===== src/rtl/sr_latch_driver_pkg.sv =====
// sr_latch_driver_pkg: shared FSM encoding and default timing constants for the SR latch command front-end.
package sr_latch_driver_pkg;

    typedef enum logic [1:0] {
        IDLE   = 2'd0,
        SETUP  = 2'd1,
        ENABLE = 2'd2,
        HOLD   = 2'd3
    } state_t;

    localparam int DEBOUNCE_CYCLES_DEF = 8;
    localparam int EN_CYCLES_DEF       = 2;
    localparam int EN_CNT_W            = 8;

endpackage


===== src/rtl/sr_latch_driver_btn_sync_debounce.sv =====
// sr_latch_driver_btn_sync_debounce: 2-flop synchroniser, stability debounce and rising-edge pulse for one button.
module sr_latch_driver_btn_sync_debounce
    import sr_latch_driver_pkg::*;
#(
    parameter int DEBOUNCE_CYCLES = DEBOUNCE_CYCLES_DEF
) (
    input  logic clk,
    input  logic rst_n,
    input  logic btn,
    output logic rise
);
    localparam int CW = $clog2(DEBOUNCE_CYCLES + 1);

    logic [1:0]    sync;
    logic [CW-1:0] cnt;
    logic          level;
    logic          level_q;

    // The level only moves after DEBOUNCE_CYCLES consecutive disagreeing samples
    always_ff @(posedge clk or negedge rst_n) begin
        if (!rst_n) begin
            sync    <= 2'b00;
            cnt     <= '0;
            level   <= 1'b0;
            level_q <= 1'b0;
        end else begin
            sync    <= {sync[0], btn};
            level_q <= level;
            if (sync[1] == level) begin
                cnt <= '0;
            end else if (cnt == CW'(DEBOUNCE_CYCLES - 1)) begin
                level <= ~level;
                cnt   <= '0;
            end else begin
                cnt <= cnt + CW'(1);
            end
        end
    end

    assign rise = level & ~level_q;

endmodule


===== src/rtl/sr_latch_driver.sv =====
// sr_latch_driver: turns raw set/reset buttons into mutually exclusive, properly sequenced s/r/en
// drive for a gated SR latch (setup cycle, EN_CYCLES gate pulse, hold cycle).
module sr_latch_driver
    import sr_latch_driver_pkg::*;
#(
    parameter int DEBOUNCE_CYCLES = DEBOUNCE_CYCLES_DEF,
    parameter int EN_CYCLES       = EN_CYCLES_DEF
) (
    input  logic clk,
    input  logic rst_n,
    input  logic set_btn,
    input  logic rst_btn,
    output logic s,
    output logic r,
    output logic en,
    output logic busy,
    output logic conflict
);
    state_t              state;
    state_t              state_nxt;
    logic                req_set;
    logic                req_rst;
    logic                pend_set;
    logic                pend_rst;
    logic                cmd_set;
    logic                cmd_nxt;
    logic [EN_CNT_W-1:0] en_cnt;
    logic [EN_CNT_W-1:0] en_cnt_nxt;
    logic                s_nxt;
    logic                r_nxt;
    logic                en_nxt;
    logic                busy_nxt;
    logic                conflict_nxt;

    sr_latch_driver_btn_sync_debounce #(.DEBOUNCE_CYCLES(DEBOUNCE_CYCLES)) u_set (
        .clk  (clk),
        .rst_n(rst_n),
        .btn  (set_btn),
        .rise (req_set)
    );

    sr_latch_driver_btn_sync_debounce #(.DEBOUNCE_CYCLES(DEBOUNCE_CYCLES)) u_rst (
        .clk  (clk),
        .rst_n(rst_n),
        .btn  (rst_btn),
        .rise (req_rst)
    );

    // In IDLE every pending flag is either consumed or discarded, so only fresh requests survive
    always_ff @(posedge clk or negedge rst_n) begin
        if (!rst_n) begin
            pend_set <= 1'b0;
            pend_rst <= 1'b0;
        end else begin
            pend_set <= req_set | (pend_set & (state != IDLE));
            pend_rst <= req_rst | (pend_rst & (state != IDLE));
        end
    end

    always_ff @(posedge clk or negedge rst_n) begin
        if (!rst_n) begin
            state    <= IDLE;
            cmd_set  <= 1'b0;
            en_cnt   <= '0;
            s        <= 1'b0;
            r        <= 1'b0;
            en       <= 1'b0;
            busy     <= 1'b0;
            conflict <= 1'b0;
        end else begin
            state    <= state_nxt;
            cmd_set  <= cmd_nxt;
            en_cnt   <= en_cnt_nxt;
            s        <= s_nxt;
            r        <= r_nxt;
            en       <= en_nxt;
            busy     <= busy_nxt;
            conflict <= conflict_nxt;
        end
    end

    always_comb begin
        state_nxt  = state;
        cmd_nxt    = cmd_set;
        en_cnt_nxt = en_cnt;
        case (state)
            IDLE: begin
                if (pend_set ^ pend_rst) begin
                    state_nxt = SETUP;
                    cmd_nxt   = pend_set;
                end
            end
            SETUP: begin
                state_nxt  = ENABLE;
                en_cnt_nxt = '0;
            end
            ENABLE: begin
                if (en_cnt == EN_CNT_W'(EN_CYCLES - 1)) state_nxt = HOLD;
                else en_cnt_nxt = en_cnt + EN_CNT_W'(1);
            end
            HOLD:    state_nxt = IDLE;
            default: state_nxt = IDLE;
        endcase
    end

    // Outputs decode the upcoming state so they are registered yet aligned with it
    always_comb begin
        busy_nxt     = state_nxt != IDLE;
        s_nxt        = busy_nxt & cmd_nxt;
        r_nxt        = busy_nxt & ~cmd_nxt;
        en_nxt       = state_nxt == ENABLE;
        conflict_nxt = (state == IDLE) & pend_set & pend_rst;
    end

endmodule


===== config.mk =====
export PLATFORM = sky130hd
export DESIGN_NAME = sr_latch_driver
export DESIGN_NICKNAME = d
export VERILOG_FILES = /design/src/rtl/sr_latch_driver_pkg.sv /design/src/rtl/sr_latch_driver_btn_sync_debounce.sv /design/src/rtl/sr_latch_driver.sv
export SDC_FILE = /design/constraint.sdc
export NUM_CORES = 1
export LEC_CHECK = 0
export ABC_AREA = 1
export CAP_MARGIN = 20
export CORE_MARGIN = 3
export CORE_UTILIZATION = 51
export DETAILED_ROUTE_END_ITERATION = 10
export HOLD_SLACK_MARGIN = 0.05
export PLACE_DENSITY = 0.73
export SETUP_SLACK_MARGIN = 0.4
export SLEW_MARGIN = 0
export SYNTH_ARGS = -nofsm -noshare
export SYNTH_HDL_FRONTEND = slang
export SYNTH_HIERARCHICAL = 1
export SYNTH_SLANG_ARGS = --single-unit

===== constraint.sdc =====
create_clock -name clk -period 1.2 [get_ports clk]
set_input_delay 0.18 -clock clk [delete_from_list [all_inputs] [get_ports clk]]
set_output_delay 0.18 -clock clk [all_outputs]
set_load 0.1 [all_outputs]

======== Word-level counts from Yosys, hierarchy flattened ========
Cells that the tools add are included.
W data, S select, Z words.
cells by class
  add/sub/neg operators ................... 3
  bitwise gates (word level) .............. 18
  eq/ne operators ......................... 10
  reductions and logical operators ........ 7
  multiplexer cells ....................... 11
operators by type and width
  operator               number
  $mux W4                4
  $pmux W8 S2            1
  $add A4 B1 Y4 const B  2
  $add A8 B1 Y8 const B  1
  $and A1 B1 Y1          8
  $eq A4 B3 Y1 const B   2
  $eq A8 B1 Y1 const B   1
  $mux W8                1
  $pmux W2 S4            1
  $not A1 Y1             7
  $eq A2 B2 Y1 const B   3
  $reduce_and A2 Y1      3
  $reduce_bool A2 Y1     3
  $mux W2                2
  $eq A1 B1 Y1           2
  $eq A2 B1 Y1 const B   1
  $logic_not A2 Y1       1
  $mux W1                2
  $ne A2 B2 Y1 const B   1
  $or A1 B1 Y1           2
  $xor A1 B1 Y1          1
word-level totals
  logic and storage cells ................. 67
  output and inout bits ................... 5
  register bits ........................... 34
  input bits .............................. 4

======== Depth between registers and ports, before layout ========
  depth after elaboration ................. 5
  depth in mapped cells ................... 10
  gate-level depth less buffers ........... 10

======== Modules after synthesis ========
The synthesis kept the hierarchy.
by module, submodules not included
  module                             cells an instance  instances  sequential area each (um2)  area each (um2)
  sr_latch_driver                    96                 1          450.4                       872.1
  sr_latch_driver_btn_sync_debounce  31                 2          200.2                       306.5

======== Worst setup path after synthesis ========
OpenSTA, ideal clock, no wires.
  path kind ............................... reg-to-reg
  start ................................... register state[0]
  end ..................................... register s
  clock period less this slack ............ 1.242 ns
  arrival ................................. 1.180 ns
  slack ................................... -0.042 ns
  stages on the path, launching flop included .. 9
  path through ............................ dfrtp_1 -> inv_1 -> ha_1 -> inv_1 -> nor3_1 -> nor2_1 -> nand3_2 -> nand2_1 -> inv_1
on the way
  word-level cells in the longest chain between the ends .. 4
RTL lines
  what                                        RTL line                RTL
  start, declared                             sr_latch_driver.sv:19   state_t state;
  start signal, assigned                      sr_latch_driver.sv:71   state <= state_nxt;
  $eq A2 B2 Y1, or another cell as far along  sr_latch_driver.sv:86   case (state)
  $pmux W2 S4 *                               sr_latch_driver.sv:86
  $reduce_bool A2 Y1 *                        sr_latch_driver.sv:108  busy_nxt = state_nxt != IDLE;
  named net busy_nxt                          sr_latch_driver.sv:32   logic busy_nxt;
  $and A1 B1 Y1 *                             sr_latch_driver.sv:109  s_nxt = busy_nxt & cmd_nxt;
  named net s_nxt                             sr_latch_driver.sv:29   logic s_nxt;
  end signal, assigned                        sr_latch_driver.sv:74   s <= s_nxt;
  end, declared                               sr_latch_driver.sv:13   output logic s,
Mark *: on every way through the listed nets, which the timed path passes. The rest lies on a longest branch.
A chain may end at the register's enable or synchronous reset.

======== Worst setup path after layout ========
  start ................................... register en_cnt[1]
  end ..................................... register en_cnt[2]
on the way
  word-level cells in the longest chain between the ends .. 3
RTL lines
  what                                              RTL line                                      RTL
  start, declared                                   sr_latch_driver.sv:27                         logic [EN_CNT_W-1:0] en_cnt;
  start signal, assigned                            sr_latch_driver.sv:73                         en_cnt <= en_cnt_nxt;
  $add A8 B1 Y8 or $eq A8 B1 Y1 (tied branches)     sr_latch_driver.sv:99, sr_latch_driver.sv:98
  $mux W8 or $ne A2 B2 Y1 (tied branches)           -
  $pmux W8 S2 or $reduce_and A2 Y1 (tied branches)  -
Several ways; a longest one is shown, not always the timed one. The select of a mux whose other input is x is not followed.

==> results.cfg <==
[status]
status = finished with violations
violations = negative setup slack

[layout]
syn_to_final_growth_pct = 41.9
drive_gt1_frac = 0.448
fin_area_um2 = 2110
final_nets = 204
n_antenna_cell = 0
fillCellCount = 146

[yosys]
netlist-cell-type-count = 20
ys_ff_latch = 34
ys_warn_count = 6
synth_fp_nets = 169
ys_seq_area_frac = 0.573
netlist_instances = 158
syn_area_um2 = 1490
synthMuxAreaShare = 0
synth-simple-area-share = 0.198
synth_compound_area_frac = 0.0708
synth_xor_area_frac = 0.0236
postSynthAreaPerCell_um2 = 9.40
synthAdderAreaFrac = 0.0590
synth_top_family_by_area = simple AND/OR/NAND/NOR gates

[clocking]
cts_tree = yes
clockBufferDepth = 2
clkLatencyLatePin_ps = 340
numCtsBuffers = 5
clk_pin_slew_ps = 100
htree_levels = 2
cts-root-buf = clkbuf_4
clock-sinks = 34

[setup_path]
crit_required_ps = 1420
worstPathArrival_ps = 1490
crit_type = reg2reg
worstSetupEndpointType = register
ff2ff_path_depth = 8
cp_max_fo = 4
crit_path_start_kind = register

[power_and_ir_drop]
leakagePower_nw = 0.994
clkPwrFrac = 0.123
swShare = 0.426
p_per_area_nw_per_um2 = 2560
pwr-share-comb = 0.532
intPower_mw = 3.09
power_frac_seq = 0.345
vdd_drop_max_uv = 2390
p_sw_mw = 2.30

[timing]
timing.final.crit_share = 1.06
layout_setup_ws_ps = -73.6
slew_headroom = 0.827
hold_viol = 0
period_minus_slack_ps = 1270
clock_skew_ps = 7.31
fin_tns_setup_ps = -591
maxSlewViolCount = 0
fmax_mhz = 785
setup_viol = 11
rsz0062_at_grt = true
tightest_slew_ps = 259
holdWs_ps = 202

[global_route]
grt_pass1_wl_um = 4980
gr-total-overflow = 0
grt_pass1_vias = 1184
gr-usage-met2 = 0.319
grt_max_degree = 35
met3_usage = 0.0670
grt.total_usage = 0.191
antenna_found_initial = 0
met1_usage = 0.218
top_usage_layer = met2

[placed_design]
finalWeightedCongestion = 0.868
portBuffers = 8
dpl-instance-area_um2 = 1810
hpwl_um = 1760
dp_slack_ps = -98.9

[floorplanning]
fp.dieW_um = 60.0
core_area_um2 = 2610
die_h_um = 60.0
boundaryPins = 9
placementRows = 18
start_util = 0.568
die_area_um2 = 3600

[detailed_routing]
drcViolationCount = 0
wire_per_inst_um = 12.3
wl_um = 2750
vias = 1172
dr.first_iter.drc_count = 74
viasPerCell = 5.23
firstDrtPassIters = 4
antenna_left = 0

[job]
max-cap-violations = 0

[worst_hold_path]
min-delay-path-class = in2async
## routing by layer
metal  up-vias  share of wire
li1        577              -
met1       558           0.43
met2        30           0.50
met3         7          0.051
met4         0          0.021
met5         -              0
## layout make-up
class / count / area (µm²) / share of cell area
clock buffer: 6 / 51.3 / 0.0243
clock inverter: 2 / 12.5 / 0.00594
inverter: 30 / 115 / 0.0546
multi-input combinational: 94 / 707 / 0.336
sequential: 34 / 872 / 0.414
tap: 30 / 37.5 / 0.0178
timing repair buffer: 28 / 312 / 0.148
## worst max-delay path, stage by stage, from the launching register on
cell and delay [ps]:
dfrtp_1 430, inv_2 90, ha_4 120, nand2_2 40
nor2_1 80, nand2_1 80, nand2_2 120, buf_4 140
o22ai_2 60
## cells by family after synthesis
logic type / count (synthesis)
AND/OR/NAND/NOR: 66
AO/OA/AOI/OAI: 17
XOR/XNOR: 4
adder cells (fa/ha/maj): 7
flip-flops: 34
buffers and inverters: 30
## state kept, by name (all words and copies together), names as in the netlist
name and count:
en_cnt 8, u_rst/cnt 4, u_set/cnt 4, state 2, u_rst/sync 2, u_set/sync 2
busy 1, cmd_set 1, conflict 1, en 1, pend_rst 1, pend_set 1
r 1, s 1, u_rst/level 1, u_rst/level_q 1, u_set/level 1, u_set/level_q 1
## synthesized netlist by cell type
| library cell | number | area (µm²) |
|---|---|---|
| dfrtp_1 | 34 | 851 |
| o21bai_1 | 2 | 15.0 |
| inv_1 | 27 | 101 |
| nor2_1 | 16 | 60.1 |
| nand3_2 | 1 | 10.0 |
| o21ai_0 | 5 | 25.0 |
| a21oi_1 | 1 | 5.00 |
| nand3_1 | 12 | 60.1 |
| nand2_1 | 28 | 105 |
| inv_2 | 3 | 11.3 |
| xor2_1 | 1 | 8.76 |
| nand2_4 | 1 | 11.3 |
| nand2_2 | 2 | 12.5 |
| ha_1 | 7 | 87.6 |
| o21ai_2 | 3 | 26.3 |
| xnor2_1 | 3 | 26.3 |
| nand4_1 | 4 | 25.0 |
| o21ai_1 | 3 | 15.0 |
| o22ai_1 | 3 | 18.8 |
| nor3_1 | 2 | 10.0 |
## path summary, 6_finish.rpt
kind,from,to,slack (ps)
max,en_cnt[1]$_DFFE_PN0P_,en_cnt[2]$_DFFE_PN0P_,-70
max reg2reg,en_cnt[1]$_DFFE_PN0P_,en_cnt[2]$_DFFE_PN0P_,-70
min in group clk,set_btn,u_set/sync[0]$_DFF_PN0_,270
max in group asynchronous,rst_n,s$_DFF_PN0_,810
min,rst_n,en_cnt[7]$_DFFE_PN0P_,200
min reg2reg,u_set/sync[0]$_DFF_PN0_,u_set/sync[1]$_DFF_PN0_,370
## cells in the final DEF, fill, tap and decap left out, drive strengths merged
cell type,netlist,final
dfrtp,34,34
nand2,31,31
inv,30,30
buf,0,25
nor2,16,16
nand3,13,13
o21ai,11,11
ha,7,7
clkbuf,0,6
nand4,4,4
clkdlybuf4s50,0,3
o22ai,3,3
xnor2,3,3
nor3,2,2
o21bai,2,2
a21oi,1,1
xor2,1,1
clkinvlp,0,1
clkinv,0,1
## per-stage QoR
stage                     cells  utilization  total power, mW
final                       224        0.807             5.39
after global routing        224        0.807             5.76
after CTS                   222        0.778             5.19
after detailed placement    206        0.694             4.08
after global placement      206        0.694             4.00
after floorplan             158            -             3.30
## power by group through the flow
stage	Sequential [mW]	Combinational (mW)	Clock (mW)
6_report	1.86	2.87	0.661
5_1_grt	1.91	3.12	0.740
4_1_cts	1.84	2.67	0.689
3_5_place_dp	1.84	2.24	0
3_3_place_gp	1.83	2.17	0
2_1_floorplan	2.25	1.06	0
## what timing repair did
| item | in CTS | in global routing |
|---|---|---|
| resized for setup | 25 | 19 |
| pin swaps | 13 | 19 |
| endpoints found under the setup margin | 33 | 33 |
| setup buffers | 8 | 2 |
| hold buffers | 0 | 0 |
| gates cloned | 0 | 0 |
No activity file was read; power rests on OpenSTA's default activity.
